File: src/rtl/zmod_rst_seq_if.sv
// zmod_rst_seq_if -- PLL lock / reset sequencing signal bundle.
//
// Groups the PLL-side and fabric-side reset signals that travel between the
// sequencer and its environment.
//   pll_locked     PLL LOCKED indication, asynchronous to the sequencer clock
//   pll_rst        PLL reset, active-high
//   rst_fast_n     clkoutx4 domain reset, active-low
//   rst_core_n     clkout domain reset, active-low
//   ready          both domain resets released and lock stable
//   lock_loss_cnt  saturating count of lock losses seen after release began
//   timeout_err    sticky lock-timeout flag
//
// master: the sequencer (drives the resets, observes lock)
// slave : the PLL/fabric side (drives lock, observes the resets)

interface zmod_rst_seq_if;
    logic       pll_locked;
    logic       pll_rst;
    logic       rst_fast_n;
    logic       rst_core_n;
    logic       ready;
    logic [7:0] lock_loss_cnt;
    logic       timeout_err;

    modport master (
        input  pll_locked,
        output pll_rst,
        output rst_fast_n,
        output rst_core_n,
        output ready,
        output lock_loss_cnt,
        output timeout_err
    );

    modport slave (
        output pll_locked,
        input  pll_rst,
        input  rst_fast_n,
        input  rst_core_n,
        input  ready,
        input  lock_loss_cnt,
        input  timeout_err
    );
endinterface

File: src/rtl/zmod_rst_seq.sv
// zmod_rst_seq -- PLL reset and fabric reset sequencer.
//
// Pulses the PLL reset, waits for a stable synchronized lock, then releases
// the clkoutx4 domain reset followed (after a gap) by the clkout domain reset.
// A lock loss after release re-asserts both domain resets without resetting
// the PLL; a lock that never stabilises within the timeout re-pulses the PLL.
//
// Ports
//   clk   free-running reference clock (PLL input clock)
//   rstn  synchronous active-low reset
//   bus   zmod_rst_seq_if.master: pll_locked in; pll_rst, rst_fast_n,
//         rst_core_n, ready, lock_loss_cnt, timeout_err out (all registered)
//
// State table
//   state     | meaning
//   PLLRST    | PLL held in reset, both domains in reset
//   WAIT_LOCK | waiting for LOCK_STABLE_CYCLES consecutive lock cycles
//   REL_FAST  | fast domain released, core domain still in reset
//   RUN       | both domains released, ready

module zmod_rst_seq #(
    parameter int PLL_RST_CYCLES     = 8,
    parameter int LOCK_STABLE_CYCLES = 1024,
    parameter int RELEASE_GAP        = 16,
    parameter int LOCK_TIMEOUT       = 65536
) (
    input  logic           clk,
    input  logic           rstn,
    zmod_rst_seq_if.master bus
);

    localparam int PH_MAX = (PLL_RST_CYCLES > RELEASE_GAP) ? PLL_RST_CYCLES : RELEASE_GAP;
    localparam int PH_W   = $clog2(PH_MAX + 1);
    localparam int ST_W   = $clog2(LOCK_STABLE_CYCLES + 1);
    localparam int TO_W   = $clog2(LOCK_TIMEOUT + 1);

    localparam logic [PH_W-1:0] PH_RST_LAST = PH_W'(PLL_RST_CYCLES - 1);
    localparam logic [PH_W-1:0] PH_GAP_LAST = PH_W'(RELEASE_GAP - 1);
    localparam logic [ST_W-1:0] ST_LAST     = ST_W'(LOCK_STABLE_CYCLES - 1);
    localparam logic [TO_W-1:0] TO_LAST     = TO_W'(LOCK_TIMEOUT - 1);

    typedef enum logic [1:0] {
        PLLRST    = 2'd0,
        WAIT_LOCK = 2'd1,
        REL_FAST  = 2'd2,
        RUN       = 2'd3
    } state_t;

    state_t          state, state_nxt;
    logic            lock_meta, locked_s;
    logic [PH_W-1:0] phase_cnt, phase_nxt;   // shared by PLLRST and REL_FAST
    logic [ST_W-1:0] stab_cnt, stab_nxt;
    logic [TO_W-1:0] tout_cnt, tout_nxt;
    logic [7:0]      loss_cnt, loss_nxt;
    logic            terr, terr_nxt;
    logic            pll_rst_q, fast_q, core_q;
    logic            stab_hit, tout_hit;

    always_ff @(posedge clk) begin
        if (!rstn) begin
            lock_meta <= 1'b0;
            locked_s  <= 1'b0;
            state     <= PLLRST;
            phase_cnt <= '0;
            stab_cnt  <= '0;
            tout_cnt  <= '0;
            loss_cnt  <= 8'd0;
            terr      <= 1'b0;
            pll_rst_q <= 1'b1;
            fast_q    <= 1'b0;
            core_q    <= 1'b0;
        end else begin
            lock_meta <= bus.pll_locked;
            locked_s  <= lock_meta;
            state     <= state_nxt;
            phase_cnt <= phase_nxt;
            stab_cnt  <= stab_nxt;
            tout_cnt  <= tout_nxt;
            loss_cnt  <= loss_nxt;
            terr      <= terr_nxt;
            // Outputs are decoded from the next state so they change on the
            // same edge as the transition, but come straight from flops.
            pll_rst_q <= (state_nxt == PLLRST);
            fast_q    <= (state_nxt == REL_FAST) || (state_nxt == RUN);
            core_q    <= (state_nxt == RUN);
        end
    end

    // Stability match is checked before the timeout so it wins a tie.
    assign stab_hit = locked_s && (stab_cnt == ST_LAST);
    assign tout_hit = (tout_cnt == TO_LAST);

    always_comb begin
        state_nxt = state;
        phase_nxt = phase_cnt;
        stab_nxt  = stab_cnt;
        tout_nxt  = tout_cnt;
        loss_nxt  = loss_cnt;
        terr_nxt  = terr;

        case (state)
            PLLRST: begin
                if (phase_cnt == PH_RST_LAST) begin
                    state_nxt = WAIT_LOCK;
                    phase_nxt = '0;
                    stab_nxt  = '0;
                    tout_nxt  = '0;
                end else begin
                    phase_nxt = phase_cnt + PH_W'(1);
                end
            end

            WAIT_LOCK: begin
                if (stab_hit) begin
                    state_nxt = REL_FAST;
                    phase_nxt = '0;
                end else if (tout_hit) begin
                    state_nxt = PLLRST;
                    phase_nxt = '0;
                    terr_nxt  = 1'b1;
                end else begin
                    tout_nxt = tout_cnt + TO_W'(1);
                    stab_nxt = locked_s ? stab_cnt + ST_W'(1) : '0;
                end
            end

            REL_FAST, RUN: begin
                // Lock loss outranks the REL_FAST->RUN step so the core
                // domain never sees a release while lock is gone.
                if (!locked_s) begin
                    state_nxt = WAIT_LOCK;
                    stab_nxt  = '0;
                    tout_nxt  = '0;
                    if (loss_cnt != 8'hFF) begin
                        loss_nxt = loss_cnt + 8'd1;
                    end
                end else if (state == REL_FAST) begin
                    if (phase_cnt == PH_GAP_LAST) begin
                        state_nxt = RUN;
                    end else begin
                        phase_nxt = phase_cnt + PH_W'(1);
                    end
                end
            end

            default: begin
                state_nxt = PLLRST;
                phase_nxt = '0;
            end
        endcase
    end

    assign bus.pll_rst       = pll_rst_q;
    assign bus.rst_fast_n    = fast_q;
    assign bus.rst_core_n    = core_q;
    assign bus.ready         = core_q;
    assign bus.lock_loss_cnt = loss_cnt;
    assign bus.timeout_err   = terr;

endmodule

File: src/flat_wrapper.sv
// flat-port wrapper written by rule: the top's interface ports become plain ports
module zmod_rst_seq_flat 
#(
    parameter int PLL_RST_CYCLES     = 8,
    parameter int LOCK_STABLE_CYCLES = 1024,
    parameter int RELEASE_GAP        = 16,
    parameter int LOCK_TIMEOUT       = 65536
)
  (clk, rstn, bus_pll_locked, bus_pll_rst, bus_rst_fast_n, bus_rst_core_n, bus_ready, bus_lock_loss_cnt, bus_timeout_err);
  zmod_rst_seq_if bus_i ();
  input  logic clk;
  input  logic rstn;
  input wire logic [$bits(bus_i.pll_locked)-1:0] bus_pll_locked;
  output wire logic [$bits(bus_i.pll_rst)-1:0] bus_pll_rst;
  output wire logic [$bits(bus_i.rst_fast_n)-1:0] bus_rst_fast_n;
  output wire logic [$bits(bus_i.rst_core_n)-1:0] bus_rst_core_n;
  output wire logic [$bits(bus_i.ready)-1:0] bus_ready;
  output wire logic [$bits(bus_i.lock_loss_cnt)-1:0] bus_lock_loss_cnt;
  output wire logic [$bits(bus_i.timeout_err)-1:0] bus_timeout_err;
  assign bus_i.pll_locked = bus_pll_locked;
  assign bus_pll_rst = bus_i.pll_rst;
  assign bus_rst_fast_n = bus_i.rst_fast_n;
  assign bus_rst_core_n = bus_i.rst_core_n;
  assign bus_ready = bus_i.ready;
  assign bus_lock_loss_cnt = bus_i.lock_loss_cnt;
  assign bus_timeout_err = bus_i.timeout_err;
  zmod_rst_seq #(.PLL_RST_CYCLES(PLL_RST_CYCLES), .LOCK_STABLE_CYCLES(LOCK_STABLE_CYCLES), .RELEASE_GAP(RELEASE_GAP), .LOCK_TIMEOUT(LOCK_TIMEOUT)) u_core (.clk(clk), .rstn(rstn), .bus(bus_i));
endmodule
File: config.mk
export PLATFORM = sky130hd
export DESIGN_NAME = zmod_rst_seq_flat
export DESIGN_NICKNAME = d
export VERILOG_FILES = /design/src/rtl/zmod_rst_seq_if.sv /design/src/rtl/zmod_rst_seq.sv /design/src/flat_wrapper.sv
export SDC_FILE = /design/constraint.sdc
export NUM_CORES = 1
export LEC_CHECK = 0
export BUFFER_PORTS_ARGS = -buffer_cell sky130_fd_sc_hd__buf_4
export CAP_MARGIN = 25
export CORE_ASPECT_RATIO = 0.6
export CORE_MARGIN = 2
export CORE_UTILIZATION = 60
export CTS_BUF_LIST = sky130_fd_sc_hd__clkbuf_16
export CTS_CLUSTER_SIZE = 30
export DETAILED_ROUTE_END_ITERATION = 16
export GPL_TIMING_DRIVEN = 0
export MAX_ROUTING_LAYER = met4
export PLACE_DENSITY = 0.79
export SYNTH_ARGS = -nofsm -noshare
export SYNTH_HDL_FRONTEND = slang
export SYNTH_SLANG_ARGS = --single-unit
File: constraint.sdc
create_clock -name clk -period 3.13 [get_ports clk]
set_input_delay 0.626 -clock clk [delete_from_list [all_inputs] [get_ports clk]]
set_output_delay 0.626 -clock clk [all_outputs]
set_load 0.05 [all_outputs]
==> results.md, run 1 <==
- Status: finished, violations left
- Violated checks: DRC
- FILL cells: between 300 and 400
- Die Y: between 50 and 60 um
- FF+latch count, synth: 49
- Final GP Congestion: 0.966
- Worst R2R Start: u_core.tout_cnt[2]$_SDFFE_PN0P_
- CP required: about 3.3 ns
- Avg WL per Cell: about 15 um
- H-tree Lvls: 2
- DR DRC count: 1
- Worst-Skew Late Latency: 0.29 ns
- Syn Inst Count: about 280
- Setup TNS: 0 ns
- Synthesized area: ~0.0024 sq mm
- Total CTS buffers: 5
- Number of synthesized flops with an enable pin: 0
- Sequential area share after synthesis: between 40% and 50%
- Pins Over Slew Limit: 0
- Core area: 0.00376 sq mm
- Layout cell share with drive strength beyond 1: a little under an eighth
- Die area: ~0.0046 sq mm
- Hold Startpoint: u_core.lock_meta$_SDFF_PN0_
- GRT Overall Usage: between 20% and 30%
- Tcrit/Tclk final: between 80% and 90%
- Hold/Removal Path Class: flop to flop
- Initial DRC Count: 216
- Post-CTS setup buffer count: 0
- Area Growth Syn to Fin: 12.6%
- Vias after detailed routing: between 2000 and 2500
- Cell depth of the worst hold path: 1
- Max Fclk: between 300 and 400 MHz
- Starting Density: a little under two thirds
- Util after Layout: roughly 70%
- Die X: about 86 um
- DPL Wire Length: approximately 3800 um
- Clock sinks: 49
- Worst EP arrival: around 2.9 ns
- Most frequent cells after synthesis: dfxtp_1 (49), nand3_1 (22), nor2_1 (22)
- Min Tclk post-route: roughly 2.7 ns
- Root Buffer: clkbuf_16
- Final Non-Filler Cells: 348
- Drt pass-1 iters: 11
- Drt via density: between 6 and 7
- Initial antenna violation count: 0
- Leakage: just over 1 nW
- Setup ws final: between 0.4 and 0.5 ns
- Top cell type's share of synthesized area: between 40% and 50%
- Mean post-synth cell area: between 8 and 9 sq um
- Post-placement setup slack: 0.534 ns
- Most frequent cell after synthesis: dfxtp_1
- Crit Path Class: flop to flop
- ANT cells: 0
- Reg2reg path depth: 10
- CTS Buffer Depth: 2
- Max VDD drop: 230 uV
- Endpoints failing setup: 0
- Total grt overflow: 0
- Worst Clk Skew: 0.00387 ns
- Crit Path Max Fanout: 10
- Max_slew headroom: 46.7%
- Number of global-route vias before repair: 1812
- Final Hold Fails: 0
- CTS tree: done
- Post-CTS sizing: 0
- Synth warn: 0
- Startpoint types: flop
- Power Density: roughly 430 mW/mm^2
- Synth top area cells: dfxtp_1 (41%), nand3_1 (4.6%), o31ai_1 (3.7%), a21oi_1 (3.5%), nor2_1 (3.4%)
- Cell taking the most area after synthesis: dfxtp_1
- Port Buf Inserts: 14
- Crit path from: u_core.tout_cnt[2]$_SDFFE_PN0P_
- CP Capture Type: flop
- Row cnt: 17
- Main flop type after synthesis: dfxtp_1
- Antenna-violating nets left: 0
- Pin count of the biggest net entering global routing: 15
- Worst-path clk slew: 0.06 ns
- Net count after synthesis: about 290
- Hold-fix buffers at CTS: 0
- Final total power: between 1 and 1.5 mW
- Setup repair after global routing missed its margin: false
- R2R Setup Slk: ~0.45 ns
- Cells after DPL: between 300 and 400
- Nets: roughly 310
- Slew @ Worst Pin: a little under 0.8 ns
- First-pass GRT wire length: between 8000 and 9000 um
- Max_cap viols: 0
- IO Count: 16
- Final wirelength: around 5400 um
- Yosys cell types: 48
- Ys async rst share: 0%
[logic make-up after synthesis]
| group | count (synthesis) | synth area share, % |
|---|---|---|
| simple gates | 117 | 26.8 |
| flops | 49 | 40.7 |
| mux | 2 | 0.831 |
| buf+inv | 23 | 4.00 |
| compound gates | 76 | 22.4 |
| xor+xnor | 6 | 2.18 |
| fa+ha+maj | 6 | 3.12 |
[report_power, final]
group | total, mW | internal (mW) | switching (mW)
registers | 0.634 | 0.629 | 0.00517
logic | 0.0340 | 0.0108 | 0.0232
clock network | 0.507 | 0.290 | 0.217
[placed cells by master, fill, tap and decap left out, types with 5 or more instances in the layout]
master     synthesis  routed
nand2_1           18      18
or3_1              5       5
a31oi_1            5       5
o31ai_1           12      12
buf_4              1      15
clkbuf_1           8       8
and3_1             6       6
xor2_1             5       5
nand3_1           22      22
clkbuf_16          0       5
a21oi_1           17      17
and2_1             8       8
nand4_1            5       5
or4_1              9       9
dfxtp_1           49      49
nor2_1            22      22
inv_1              8       9
o211ai_1           7       7
o21ai_0           13      13
ha_1               6       6
[per-layer routing]
layer | vias up | GRT usage, % | part of all wire [%]
met1 | 970 | 40.3 | 54
li1 | 1090 | - | -
met2 | 84 | 33.9 | 38
met5 | - | - | 0
met4 | 0 | 7.67 | 1.4
met3 | 12 | 5.46 | 6.6
[flip-flops by register name, summed over array words and instances (netlist names)]
signal,flops
u_core.bus.lock_loss_cnt,8
u_core.bus.pll_rst,1
u_core.bus.ready,1
u_core.bus.rst_fast_n,1
u_core.bus.timeout_err,1
u_core.lock_meta,1
u_core.locked_s,1
u_core.phase_cnt,5
u_core.stab_cnt,11
u_core.state,2
u_core.tout_cnt,17
[critical path, stage by stage (launching register included)]
cell	delay [ns]
dfxtp_1	0.40
nand3_1	0.13
nor2_1	0.15
nand3_1	0.27
nor3_1	0.27
ha_1	0.35
a31oi_4	0.12
o211ai_4	0.32
buf_2	0.30
nand2_1	0.10
a31oi_1	0.19
[stage by stage]
step	hold WS [ns]	instance area, sq um
4_1_cts	0.434	2710
6_report	0.433	2710
5_1_grt	0.463	2710
3_3_place_gp	0.416	2570
2_1_floorplan	0.412	2410
3_5_place_dp	0.419	2570
[layout make-up]
type	instances	area, sq um	area share, %
multi-input cells	207	1330	49.1
flip-flops and latches	49	981	36.2
clock buffers	5	125	4.61
repair buffers	14	105	3.88
plain buffers	14	62.6	2.31
well taps	47	58.8	2.17
inverters	9	33.8	1.25
clock inverters	3	13.8	0.508
[path summary, 6_finish.rpt]
path                                endpoint
max reg2reg  u_core.stab_cnt[6]$_SDFFE_PN0P_
max          u_core.stab_cnt[6]$_SDFFE_PN0P_
min               u_core.locked_s$_SDFF_PN0_
min reg2reg       u_core.locked_s$_SDFF_PN0_
No activity file was read; power rests on OpenSTA's default activity.
==> run 2: changes to the inputs <==
Settings changed: RECOVER_POWER set to 25.
==> results.md, run 2 (synthesis gave the netlist of run 1 again) <==
- Pin count of the biggest net entering global routing: 15
- Clock sinks: around 50
- Hold/Removal Path Class: flop to flop
- CTS Buffer Depth: 2
- Worst-Skew Late Latency: between 0.2 and 0.3 ns
- Die Y: around 53 um
- Drt pass-1 iters: 11
- Violated checks: DRC
- Root Buffer: clkbuf_16
- Max VDD drop: around 230 uV
- Avg WL per Cell: 15.3 um
- Layout cell share with drive strength beyond 1: 7.31%
- Startpoint types: flop
- Final Hold Fails: 0
- Worst-path clk slew: ~0.060 ns
- Status: finished, violations left
- Number of global-route vias before repair: around 1800
- IO Count: 16
- Tcrit/Tclk final: roughly 86%
- Total grt overflow: 0
- Commonest non-fill, non-tap cells in the layout: dfxtp_1 (49), nand3_1 (22), nor2_1 (22)
- CP peak stage delay: about 0.40 ns
- Nets: 309
- ANT cells: 0
- Highest routed layer: met4
- Final GP Congestion: 0.966
- Power Density: 441 mW/mm^2
- Final wirelength: roughly 5300 um
- R2R Setup Slk: roughly 0.45 ns
- Initial DRC Count: about 210
- WL met3: roughly 390 um
- Top delay family on crit path: simple AND/OR/NAND/NOR gates
- Max_cap viols: 0
- Worst Hold Path EP: u_core.locked_s$_SDFF_PN0_
- Starting Density: a little under two thirds
- Core area: 0.00376 sq mm
- Initial antenna violation count: 0
- Max reg flops: 17
- Port Buf Inserts: 14
- Row cnt: 17
- Slew @ Worst Pin: 0.815 ns
- Worst EP arrival: roughly 2.9 ns
- Setup TNS: 0 ns
- First-pass GRT wire length: between 8000 and 9000 um
- Slowest CP cell: dfxtp_1
- Die area: 0.00455 sq mm
- Setup repair after global routing missed its margin: false
- Total CTS buffers: 5
- DRT met1 WL: ~2900 um
- Met2 wire len: 2000 um
- Worst Path Buf+Inv: 1
- CP most frequent cell: nand3_1
- Crit Path Max Fanout: 10
- Hold Startpoint: u_core.lock_meta$_SDFF_PN0_
- Worst Clk Skew: about 0.0038 ns
- Max Fclk: 372 MHz
- DPL Wire Length: between 3000 and 4000 um
- DR DRC count: 1
- Post-CTS setup buffer count: 0
- FF+latch area: a little under 0.001 sq mm
- Area Growth Syn to Fin: 10.7%
- Post-CTS sizing: 0
- Leakage: 0.976 nW
- Cells after DPL: between 300 and 400
- Antenna-violating nets left: 0
- Pins Over Slew Limit: 0
- CTS tree: done
- H-tree Lvls: 2
- Die X: 85.8 um
- Max_slew headroom: around 45%
- Most common cell after layout, fill and taps aside: dfxtp_1
- Reg2reg path depth: 10
- Reg-to-reg critical path endpoint: u_core.stab_cnt[6]$_SDFFE_PN0P_
- Worst R2R Start: u_core.tout_cnt[2]$_SDFFE_PN0P_
- Min Tclk post-route: ~2.7 ns
- Endpoints failing setup: 0
- Crit-path cells: nand3_1, nor2_1, nand3_1, nor3_1, ha_1, a31oi_4, o211ai_4, buf_2, nand2_1, a31oi_1
- GRT Overall Usage: between 20% and 30%
- Hold-fix buffers at CTS: 0
- Drt via density: slightly above 6
- Top reg by flops: u_core.tout_cnt
- CP required: ~3.3 ns
- Cell depth of the worst hold path: 1
- Final Non-Filler Cells: about 350
- Vias after detailed routing: between 2000 and 2500
- CP Capture Type: flop
- FILL cells: between 300 and 400
- Crit Path Class: flop to flop
- Multi-input gate area: 0.00133 sq mm
run 2: worst max path at each step:
stage                               startpoint                               end  slack [ns]  cells past startpoint
2_1_floorplan  u_core.tout_cnt[8]$_SDFFE_PN0P_  u_core.tout_cnt[12]$_SDFFE_PN0P_        0.93                      9
4_1_cts        u_core.tout_cnt[7]$_SDFFE_PN0P_   u_core.stab_cnt[6]$_SDFFE_PN0P_        0.48                     10
3_3_place_gp   u_core.tout_cnt[7]$_SDFFE_PN0P_   u_core.stab_cnt[6]$_SDFFE_PN0P_        0.50                     10
6_report       u_core.tout_cnt[2]$_SDFFE_PN0P_   u_core.stab_cnt[6]$_SDFFE_PN0P_        0.45                     10
5_1_grt        u_core.tout_cnt[2]$_SDFFE_PN0P_   u_core.stab_cnt[6]$_SDFFE_PN0P_        0.13                     10
3_5_place_dp   u_core.tout_cnt[7]$_SDFFE_PN0P_   u_core.tout_cnt[8]$_SDFFE_PN0P_        0.53                     10
run 2: cell type report:
class                           instances  area share, %
Clock buffer                            5           4.69
Tap cell                               47           2.21
Sequential cell                        49           36.8
Buffer                                 14           2.35
Multi-Input combinational cell        207           49.9
Clock inverter                          3          0.516
Timing Repair Buffer                   14           2.25
Inverter                                9           1.27
run 2: layer usage:
layer | GRT usage (%) | vias up
met4 | 7.67 | 0
met1 | 40.3 | 961
li1 | - | 1092
met5 | - | -
met3 | 5.46 | 14
met2 | 33.9 | 85
run 2: where the power goes:
part | switching, mW | total (mW) | internal [mW]
clock network | 0.218 | 0.508 | 0.290
logic | 0.0232 | 0.0338 | 0.0106
registers | 0.00527 | 0.634 | 0.629
total | 0.246 | 1.18 | 0.929
run 2: metrics by stage:
step | hold slack, ns | total power [mW] | setup WS [ns] | area (sq um) | utilization, %
floorplan | 0.412 | 0.670 | 0.926 | 2410 | -
global placement | 0.416 | 0.680 | 0.502 | 2570 | 68.3
detailed placement | 0.419 | 0.681 | 0.534 | 2570 | 68.3
CTS | 0.434 | 1.18 | 0.481 | 2710 | 72.0
global route | 0.475 | 1.22 | 0.135 | 2670 | 70.8
finish | 0.436 | 1.18 | 0.445 | 2670 | 70.8
==> run 3: changes to the inputs <==
Settings changed: CTS_BUF_LIST sky130_fd_sc_hd__clkbuf_16 to sky130_fd_sc_hd__clkbuf_4 sky130_fd_sc_hd__clkbuf_8 sky130_fd_sc_hd__clkbuf_16.
==> results.md, run 3 (synthesis gave the netlist of run 1 again) <==
- Status: finished, violations left
- Violated checks: DRC
- Top reg by flops: u_core.tout_cnt
- Layout cell share with drive strength beyond 1: between 8 and 9%
- CP required: around 3.3 ns
- Drt pass-1 iters: 11
- Final total power: ~1.0 mW
- Final wirelength: 5200 um
- Cells after DPL: 340
- Most common cell after layout, fill and taps aside: dfxtp_1
- Post-CTS setup buffer count: 0
- Worst EP arrival: approximately 2.8 ns
- Max reg flops: 17
- Setup repair after global routing missed its margin: false
- Pins Over Slew Limit: 0
- Tcrit/Tclk final: approximately 84%
- GRT Overall Usage: between 20% and 30%
- Die Y: between 50 and 60 um
- Area Growth Syn to Fin: 8.83%
- Multi-input gate area: 0.00133 sq mm
- Root Buffer: clkbuf_8
- Pin count of the biggest net entering global routing: 15
- First-pass GRT wire length: between 8000 and 9000 um
- Crit Path Max Fanout: 10
- Post-route cell area: between 0.002 and 0.003 sq mm
- Area after DPL: ~0.0026 sq mm
- Worst-Skew Late Latency: roughly 0.30 ns
- Core area: approximately 0.0038 sq mm
- Clock sinks: between 40 and 50
- Final Non-Filler Cells: 348
- Power Density: around 400 mW/mm^2
- ANT cells: 0
- Vias after detailed routing: ~2100
- Max_cap viols: 0
- Initial antenna violation count: 0
- FILL cells: around 320
- DR DRC count: 1
- Commonest non-fill, non-tap cells in the layout: dfxtp_1 (49), nand3_1 (22), nor2_1 (22)
- Worst hold slack: approximately 0.44 ns
- CTS tree: done
- Crit Path Class: flop to flop
- Final GP Congestion: between 0.9 and 1
- Setup TNS: 0 ns
- Hold/Removal Path Class: flop to flop
- Total grt overflow: 0
- Leakage: approximately 0.96 nW
- Nets: approximately 300
- Endpoints failing setup: 0
- Total CTS buffers: 5
- Startpoint types: flop
- Grt peak-use layer: met1
- M1 GR Usage: about 40%
- Die X: 85.8 um
- Met3 global-route usage: under 10%
- Drt via density: between 6 and 7
- Worst-path clk slew: approximately 0.080 ns
- Slew @ Worst Pin: 0.799 ns
- Initial DRC Count: between 200 and 250
- GR Layer Usage met2: 32.2%
- Starting Density: between 60% and 70%
- Final Hold Fails: 0
- H-tree Lvls: 2
- Hold-fix buffers at CTS: 0
- Antenna-violating nets left: 0
- Max_slew headroom: roughly 46%
- CP Capture Type: flop
- Max Fclk: approximately 380 MHz
- Port Buf Inserts: 14
- FF+latch area: about 980 sq um
- Max VDD drop: 237 uV
- CTS Buffer Depth: 2
- Number of global-route vias before repair: approximately 1700
- Avg WL per Cell: 14.9 um
- Worst Clk Skew: 0.00492 ns
- IO Count: 16
- Row cnt: 17
- DPL Wire Length: around 3800 um
- Die area: between 0.004 and 0.005 sq mm
- Post-CTS sizing: 0
- Min Tclk post-route: 2.64 ns
[run 3: changes by cell type in the layout (fill, tap and decap cells not counted), sizes merged]
cell / change
inv: -1
clkbuf: -1
buf: +2
[run 3: worst paths after layout]
check	from	end	slack (ns)	cells past startpoint
worst max-delay path	u_core.tout_cnt[7]$_SDFFE_PN0P_	u_core.stab_cnt[8]$_SDFFE_PN0P_	0.49	10
worst min-delay path	u_core.lock_meta$_SDFF_PN0_	u_core.locked_s$_SDFF_PN0_	0.44	1
worst max register to register	u_core.tout_cnt[7]$_SDFFE_PN0P_	u_core.stab_cnt[8]$_SDFFE_PN0P_	0.49	10
worst min register to register	u_core.lock_meta$_SDFF_PN0_	u_core.locked_s$_SDFF_PN0_	0.44	1
[run 3: final cells by class]
class                   count  share of cell area, %
multi-input cells         207                   50.8
plain buffers              14                   2.39
flip-flops and latches     49                   37.4
inverters                   9                   1.29
well taps                  47                   2.24
repair buffers             14                   2.58
clock inverters             2                  0.382
clock buffers               6                   2.91
[run 3: layer usage]
metal / share of wire, % / wire [um]
met1: 54 / 2830
met2: 37 / 1920
met3: 7.9 / 412
met4: 0.77 / 40
met5: 0 / 0
[run 3: critical path: stages, from the launching register on]
cell	delay, ns
dfxtp_1	0.42
and4_1	0.26
and3_1	0.18
nand3_1	0.12
nor3_1	0.24
ha_1	0.35
a31oi_4	0.12
o211ai_4	0.31
buf_2	0.30
o211ai_1	0.13
o41ai_1	0.09
[run 3: power by group]
part	switching, mW	internal [mW]
registers	0.00509	0.628
clock network	0.201	0.164
logic	0.0231	0.0106
total	0.229	0.802
[run 3: metrics by stage]
step	worst slack (ns)	utilization, %
after floorplan	0.926	-
after global placement	0.502	68.3
after detailed placement	0.534	68.3
after CTS	0.504	70.6
after global routing	0.125	69.6
final	0.489	69.6
